===== src/rtl/spi_reg_bank.sv =====
// SPI mode-0 peripheral exposing NUM_REGS x DATA_W control registers with read-back.
// Writes commit atomically on the nCS rise; malformed frames are dropped and flagged.
module spi_reg_bank #(
    parameter int                SYNC_FLOPS = 2,
    parameter int                NUM_REGS   = 8,
    parameter int                DATA_W     = 8,
    parameter int                ADDR_W     = 7,
    parameter logic [DATA_W-1:0] RESET_VAL  = '0
) (
    input  logic                         clk,
    input  logic                         rst_n,
    input  logic                         SCLK,
    input  logic                         COPI,
    input  logic                         nCS,
    output logic                         CIPO,
    output logic                         cipo_oe,
    output logic [NUM_REGS*DATA_W-1:0]   regs_flat,
    output logic                         wr_pulse,
    output logic [ADDR_W-1:0]            wr_addr,
    output logic                         frame_err
);
    localparam int FRAME_W = 1 + ADDR_W + DATA_W;
    localparam int CNT_W   = $clog2(FRAME_W + 2);
    localparam logic [CNT_W-1:0] CNT_FRAME = CNT_W'(FRAME_W);
    localparam logic [CNT_W-1:0] CNT_ADDR  = CNT_W'(1 + ADDR_W);
    localparam logic [CNT_W-1:0] CNT_PRE   = CNT_W'(ADDR_W);
    localparam logic [CNT_W-1:0] CNT_SAT   = CNT_W'(FRAME_W + 1);

    logic [SYNC_FLOPS-1:0]        sclk_sync_q, sclk_sync_d;
    logic [SYNC_FLOPS-1:0]        copi_sync_q, copi_sync_d;
    logic [SYNC_FLOPS-1:0]        ncs_sync_q, ncs_sync_d;
    logic                         sclk_prev_q, sclk_prev_d;
    logic                         ncs_prev_q, ncs_prev_d;
    logic                         active_q, active_d;
    logic [CNT_W-1:0]             cnt_q, cnt_d;
    logic [FRAME_W-1:0]           rx_q, rx_d;
    logic [DATA_W-1:0]            rd_q, rd_d;
    logic [NUM_REGS*DATA_W-1:0]   regs_q, regs_d;
    logic                         wr_pulse_q, wr_pulse_d;
    logic [ADDR_W-1:0]            wr_addr_q, wr_addr_d;
    logic                         frame_err_q, frame_err_d;
    logic                         cipo_q, cipo_d;

    logic                         sclk_s, copi_s, ncs_s;
    logic                         sclk_rise, sclk_fall, ncs_rise, ncs_fall;
    logic [FRAME_W-1:0]           rx_shift;
    logic                         fr_rw;
    logic [ADDR_W-1:0]            fr_addr;
    logic [DATA_W-1:0]            fr_data;

    function automatic logic [DATA_W-1:0] reg_lookup(
        input logic [NUM_REGS*DATA_W-1:0] r,
        input logic [ADDR_W-1:0]          a
    );
        logic [DATA_W-1:0] val;
        val = '0;
        for (int i = 0; i < NUM_REGS; i++) begin
            if (a == ADDR_W'(i)) val = r[i*DATA_W +: DATA_W];
        end
        return val;
    endfunction

    function automatic logic addr_in_range(input logic [ADDR_W-1:0] a);
        logic hit;
        hit = 1'b0;
        for (int i = 0; i < NUM_REGS; i++) begin
            if (a == ADDR_W'(i)) hit = 1'b1;
        end
        return hit;
    endfunction

    always_comb begin
        sclk_sync_d = {sclk_sync_q[SYNC_FLOPS-2:0], SCLK};
        copi_sync_d = {copi_sync_q[SYNC_FLOPS-2:0], COPI};
        ncs_sync_d  = {ncs_sync_q[SYNC_FLOPS-2:0], nCS};
        sclk_s      = sclk_sync_q[SYNC_FLOPS-1];
        copi_s      = copi_sync_q[SYNC_FLOPS-1];
        ncs_s       = ncs_sync_q[SYNC_FLOPS-1];
        sclk_prev_d = sclk_s;
        ncs_prev_d  = ncs_s;
        sclk_rise   = sclk_s & ~sclk_prev_q;
        sclk_fall   = ~sclk_s & sclk_prev_q;
        ncs_rise    = ncs_s & ~ncs_prev_q;
        ncs_fall    = ~ncs_s & ncs_prev_q;
        rx_shift    = {rx_q[FRAME_W-2:0], copi_s};
        fr_rw       = rx_q[FRAME_W-1];
        fr_addr     = rx_q[FRAME_W-2 -: ADDR_W];
        fr_data     = rx_q[DATA_W-1:0];
    end

    always_comb begin
        active_d    = active_q;
        cnt_d       = cnt_q;
        rx_d        = rx_q;
        rd_d        = rd_q;
        regs_d      = regs_q;
        wr_pulse_d  = 1'b0;
        wr_addr_d   = wr_addr_q;
        frame_err_d = 1'b0;
        if (ncs_fall) begin
            active_d = 1'b1;
            cnt_d    = '0;
            rx_d     = '0;
            rd_d     = '0;
        end else if (ncs_rise) begin
            if (active_q) begin
                active_d = 1'b0;
                rd_d     = '0;
                // A frame is valid only with the exact bit count; extra bits count as malformed.
                if (cnt_q != CNT_FRAME) begin
                    frame_err_d = 1'b1;
                end else if (fr_rw && addr_in_range(fr_addr)) begin
                    for (int i = 0; i < NUM_REGS; i++) begin
                        if (fr_addr == ADDR_W'(i)) regs_d[i*DATA_W +: DATA_W] = fr_data;
                    end
                    wr_pulse_d = 1'b1;
                    wr_addr_d  = fr_addr;
                end
            end
        end else if (active_q) begin
            if (sclk_rise) begin
                rx_d = rx_shift;
                if (cnt_q != CNT_SAT) cnt_d = cnt_q + CNT_W'(1);
                if (cnt_q == CNT_PRE && !rx_shift[ADDR_W]) begin
                    rd_d = reg_lookup(regs_q, rx_shift[ADDR_W-1:0]);
                end
            end else if (sclk_fall && cnt_q > CNT_ADDR) begin
                // The fall right after the address completes keeps the MSB for the next rise.
                rd_d = rd_q << 1;
            end
        end
        cipo_d = active_q & rd_q[DATA_W-1];
    end

    always_ff @(posedge clk or negedge rst_n) begin
        if (!rst_n) begin
            sclk_sync_q <= '0;
            copi_sync_q <= '0;
            ncs_sync_q  <= '1;
            sclk_prev_q <= 1'b0;
            ncs_prev_q  <= 1'b1;
            active_q    <= 1'b0;
            cnt_q       <= '0;
            rx_q        <= '0;
            rd_q        <= '0;
            regs_q      <= {NUM_REGS{RESET_VAL}};
            wr_pulse_q  <= 1'b0;
            wr_addr_q   <= '0;
            frame_err_q <= 1'b0;
            cipo_q      <= 1'b0;
        end else begin
            sclk_sync_q <= sclk_sync_d;
            copi_sync_q <= copi_sync_d;
            ncs_sync_q  <= ncs_sync_d;
            sclk_prev_q <= sclk_prev_d;
            ncs_prev_q  <= ncs_prev_d;
            active_q    <= active_d;
            cnt_q       <= cnt_d;
            rx_q        <= rx_d;
            rd_q        <= rd_d;
            regs_q      <= regs_d;
            wr_pulse_q  <= wr_pulse_d;
            wr_addr_q   <= wr_addr_d;
            frame_err_q <= frame_err_d;
            cipo_q      <= cipo_d;
        end
    end

    assign CIPO      = cipo_q;
    assign cipo_oe   = active_q;
    assign regs_flat = regs_q;
    assign wr_pulse  = wr_pulse_q;
    assign wr_addr   = wr_addr_q;
    assign frame_err = frame_err_q;
endmodule


===== config.mk =====
export PLATFORM = sky130hd
export DESIGN_NAME = spi_reg_bank
export DESIGN_NICKNAME = d
export VERILOG_FILES = /design/src/rtl/spi_reg_bank.sv
export SDC_FILE = /design/constraint.sdc
export NUM_CORES = 1
export LEC_CHECK = 0
export ABC_CLOCK_PERIOD_IN_PS = 3020
export CORE_ASPECT_RATIO = 0.5
export CORE_MARGIN = 2
export CORE_UTILIZATION = 43
export DETAILED_ROUTE_END_ITERATION = 12
export PLACE_DENSITY = 0.67
export SYNTH_ARGS = -nofsm -noshare
export SYNTH_HDL_FRONTEND = slang
export SYNTH_SLANG_ARGS = --single-unit

===== constraint.sdc =====
create_clock -name clk -period 3.02 [get_ports clk]
set_clock_uncertainty 0.2 [all_clocks]
set_input_delay 0.604 -clock clk [delete_from_list [all_inputs] [get_ports clk]]
set_output_delay 0.604 -clock clk [all_outputs]
set_load 0.01 [all_outputs]

Yosys cells after proc, flatten, opt, wreduce, memory -nomap -nowiden
Cells that the tools add are included.
- flip-flop bits (word level): 112
- input port bits: 5
- output and inout bits: 75
- logic and storage cells: 123
- $add $sub $neg: 1
- magnitude comparators: 1
- equality and inequality tests: 19
- multiplexer cells: 47
- bitwise logic cells: 11
- reduce and logical (&&, ||, !) cells: 23
- operator list (kind ; count):
    $mux 8 ; 15
    $mux 16 ; 4
    $eq 7x3->1 const B ; 8
    $reduce_and 6->1 ; 8
    $eq 7x2->1 const B ; 4
    $mux 5 ; 5
    $mux 1 ; 23
    $eq 7x1->1 const B ; 2
    $logic_not 7->1 ; 2
    $ne 5x5->1 const B ; 2
    $reduce_bool 2->1 ; 4
    $not 1->1 ; 6
    $reduce_and 3->1 ; 2
    $add 5x1->5 const B ; 1
    $and 1x1->1 ; 5
    $eq 5x3->1 const B ; 1
    $gt 5x4->1 const B ; 1
    $reduce_and 5->1 ; 1
    $ne 4x1->1 const B ; 1
    $reduce_and 4->1 ; 1
    $reduce_bool 4->1 ; 1
    $logic_and 1x1->1 ; 3
    $ne 2x1->1 const B ; 1
    $logic_not 1->1 ; 1

Longest topological paths before layout
- depth after elaboration: 19
- depth in mapped cells: 9
- depth with buffers taken out: 7

Worst setup path after synthesis
OpenSTA, ideal clock, no wires.
- path type: register -> register
- start: reg ncs_sync_q[1]
- end: reg regs_q[32] (netlist: regs_flat[32])
- setup time: 125 ps
- data arrival time: 2188 ps
- required time: 2695 ps
- slack: 507 ps
- cell stages (with the launch flop): 10
- buffers on the path: 2
- period minus slack after synthesis: 2513 ps
- cell sequence: dfstp_2 > inv_1 > ha_1 > and3b_1 > and4_1 > buf_6 > nand2b_1 > buf_6 > nor3b_4 > mux2_2
- longest elaborated chain between the ends: 4
- elaborated cells between the ends (all ways): 5
- those cells by class: 4 x bitwise; 1 x reduce/logical
- RTL lines (item ; line ; source):
    from (decl) ; 31 ; logic [SYNC_FLOPS-1:0] ncs_sync_q, ncs_sync_d;
    from (signal assigned) ; 154 ; ncs_sync_q <= ncs_sync_d;
    $not 1->1 ; 84 ; ncs_fall = ~ncs_s & ncs_prev_q;
    $and 1x1->1 ; 84 ;
    $not 1->1 (no source line) ; - ;
    $reduce_and 6->1 (no source line) * ; - ;
    to (signal assigned) ; 146 ; regs_q <= {NUM_REGS{RESET_VAL}};
    to (signal assigned) ; 161 ; regs_q <= regs_d;
    to (decl) ; 38 ; logic [NUM_REGS*DATA_W-1:0] regs_q, regs_d;
Every way passes the cells marked *; elsewhere a longest branch is shown, timed or not.
A chain may end at the register's enable or synchronous reset.

Worst setup path after layout
- start: reg ncs_sync_q[1]
- end: reg regs_q[10] (netlist: regs_flat[10])
Same word-level chain as after synthesis.

==> reports/results.ini <==
[timing]
fin_tns_setup_ns=0
maxSlewHeadroom_pct=62.14
min_period_ns=2.811
rsz0062_at_grt=no
setup_viol=0
drv_slew=0
worst_pin_slew_ns=0.5680
final_hold_viol_count=0
fmax_mhz=355.7
min_period_over_period_pct=93.09

[setup_path]
r2r_cells=7
crit_type=reg2reg
worst_setup_path_start_kind=flip-flop
regToRegStartpoint=ncs_sync_q[1]$_DFF_PN1_
cpPeakStageDelay_ns=0.56
rr_endpoint=regs_flat[10]$_DFFE_PN0P_
worstPathArrival_ns=2.85
worstPathMaxFanout=8
cp-end-kind=flip-flop
crit_slowest_cell=dfstp_2
worstPathRequired_ns=3.06
cp_cell_sequence=inv_1 > ha_1 > and3b_1 > and4_1 > nand2b_1 > nor3b_4 > mux2_2
reg2reg_slack_ns=0.21

[clocking]
hold_buffers=1
cts_setup_buffers=0
tritoncts=built
htreeDepth=3
cts_root_buf=clkbuf_16
clock_latency_ns=0.35
clock-sinks=112
clockBufferDepth=2
cts_inserted_buffers=9
post_cts_resized=0
path_clk_slew_ns=0.08

[floorplanning]
io-pin-count=80
die_h_um=80.10
core_um2=11150
die_w_um=156.2
dieArea_um2=12510
rows=27
start_util_pct=44.67

[drt]
drc=0
via_per_inst=5.494
ant_nets=0
avgRoutedWirePerCell_um=19.15
routed_wl_mm=11.55
vias=3313
drt_iter0_markers=231
drt_first_pass_iters=4

[layout]
nNetsFinal=463
fin_area_um2=6222
synthToLayoutAreaGrowth_pct=24.95
final_util_pct=55.81
fillers=950
drive_gt1_share_pct=25.11
antenna_cells=0

[synthesis]
netlist_area_um2=4980
synth_edf_count=0
netlist_instances=376
synthDistinctLibCells=50
synth_top_area_share_pct=54.77
synth-seq-cells=112
avgSynthCellArea_um2=13.24
async_flop_share_pct=100.0
synth_nets=386
synth.area.top_cells=dfrtp_1 55%, mux2_2 15%, mux4_2 3.6%
netlist_top_cells_count=109 x dfrtp_1, 68 x mux2_2, 17 x clkbuf_1
ys_seq_area_share_pct=56.36
synth.largest_area_cell=dfrtp_1
yosysWarnings=0
synthMostInstantiatedCell=dfrtp_1
synth_ff_type=dfrtp_1

[job]
cap_violations=0

[global_route]
grt_first_pass_wirelength_mm=18.42
grt_pass1_vias=3256
grt_usage_pct=19.45
grt_overflow_total=0
grt_max_degree=95
antenna_found_initial=0

[status]
status=completed

[place]
dpl.hpwl_mm=8.011
io_buffers=79
gp_congestion=0.8009
place_area_um2=5932

[hold_path]
hold_end=copi_sync_q[1]$_DFF_PN0_
worstHoldStart=copi_sync_q[0]$_DFF_PN0_
hp-class=reg2reg
hold-path-cell-count=0

[power_and_ir_drop]
total_power_mw=2.923
ir_drop_uv=276.6
p_leak_nw=2.783
powerDensity_nw_per_um2=469.7

## through the flow
stage	std cells	hold slack, ns	setup slack (ns)
2_1_floorplan	376	0.1084	0.5074
3_3_place_gp	586	0.1348	0.3017
3_5_place_dp	586	0.1347	0.2618
4_1_cts	603	0.1527	0.2425
5_1_grt	603	0.1679	0.1302
6_report	603	0.1521	0.2087
## flip-flops by register name (all words and copies together) (netlist names)
signal       count
frame_err        1
regs_flat       64
CIPO             1
cnt_q            5
cipo_oe          1
copi_sync_q      2
wr_addr          7
rd_q             8
sclk_prev_q      1
sclk_sync_q      2
wr_pulse         1
ncs_prev_q       1
ncs_sync_q       2
rx_q            16
## layout by cell type, fill, tap and decap left out, drive strengths merged, types with 2 or more instances in the layout
master	count
and4	3
nand2	16
a22o	16
a32o	8
inv	12
o22ai	5
mux4	8
a21oi	8
o31ai	2
a31oi	2
clkdlybuf4s50	78
nor3	12
o211ai	5
nor2b	10
and3b	2
ha	5
nor4	2
buf	12
nor2	11
and2	4
a211oi	5
nor3b	3
and3	2
o21ai	6
nand3	5
o22a	4
or3	2
dfrtp	109
mux2	69
nand2b	4
clkinvlp	2
clkbuf	10
nand3b	3
dfstp	3
## where the power goes
part	switching [mW]	leakage (nW)	total (mW)	internal [mW]
registers	0.0463	1.53	1.58	1.53
clock network	0.563	0.133	1.14	0.574
logic	0.122	1.12	0.207	0.0856
## routing by layer
| metal | vias up | routed length (um) | track usage [%] |
|---|---|---|---|
| met5 | - | 0 | 0 |
| met4 | 0 | 84 | 4.312 |
| met3 | 8 | 574 | 5.505 |
| met2 | 70 | 5323 | 29.69 |
| met1 | 1691 | 5567 | 27.78 |
| li1 | 1544 | - | - |
## worst max path at each step
stage	endpoint	startpoint	cells past startpoint	slack, ns
after floorplan	regs_flat[32]$_DFFE_PN0P_	ncs_sync_q[1]$_DFF_PN1_	9	0.51
after global placement	regs_flat[10]$_DFFE_PN0P_	ncs_sync_q[1]$_DFF_PN1_	7	0.30
after detailed placement	regs_flat[13]$_DFFE_PN0P_	ncs_sync_q[1]$_DFF_PN1_	7	0.26
after CTS	regs_flat[13]$_DFFE_PN0P_	ncs_sync_q[1]$_DFF_PN1_	7	0.24
after global routing	regs_flat[12]$_DFFE_PN0P_	ncs_sync_q[1]$_DFF_PN1_	7	0.13
final	regs_flat[10]$_DFFE_PN0P_	ncs_sync_q[1]$_DFF_PN1_	7	0.21
## critical path: cells and delay by family, from the launching register on
| kind | cells | cell delay, ns |
|---|---|---|
| AND/OR/NAND/NOR | 4 | 1.31 |
| flip-flops | 1 | 0.56 |
| multiplexers | 1 | 0.39 |
| buffers and inverters | 1 | 0.05 |
| adder cells (fa/ha/maj) | 1 | 0.20 |
## kinds of logic after synthesis
logic type,share of synthesized area (%)
flops,56.36
simple gates,10.15
mux,19.42
compound gates,9.875
buf+inv,2.939
fa+ha+maj,1.256
## final cells by class
class / count / area, um2 / area share [%]
Clock buffer: 10 / 229.0 / 3.680
Clock inverter: 6 / 51.30 / 0.8245
Inverter: 9 / 33.78 / 0.5429
Multi-Input combinational cell: 230 / 2027 / 32.58
Sequential cell: 112 / 2806 / 45.10
Tap cell: 145 / 181.4 / 2.916
Timing Repair Buffer: 91 / 893.4 / 14.36
Power figures use the tool's default switching activity.
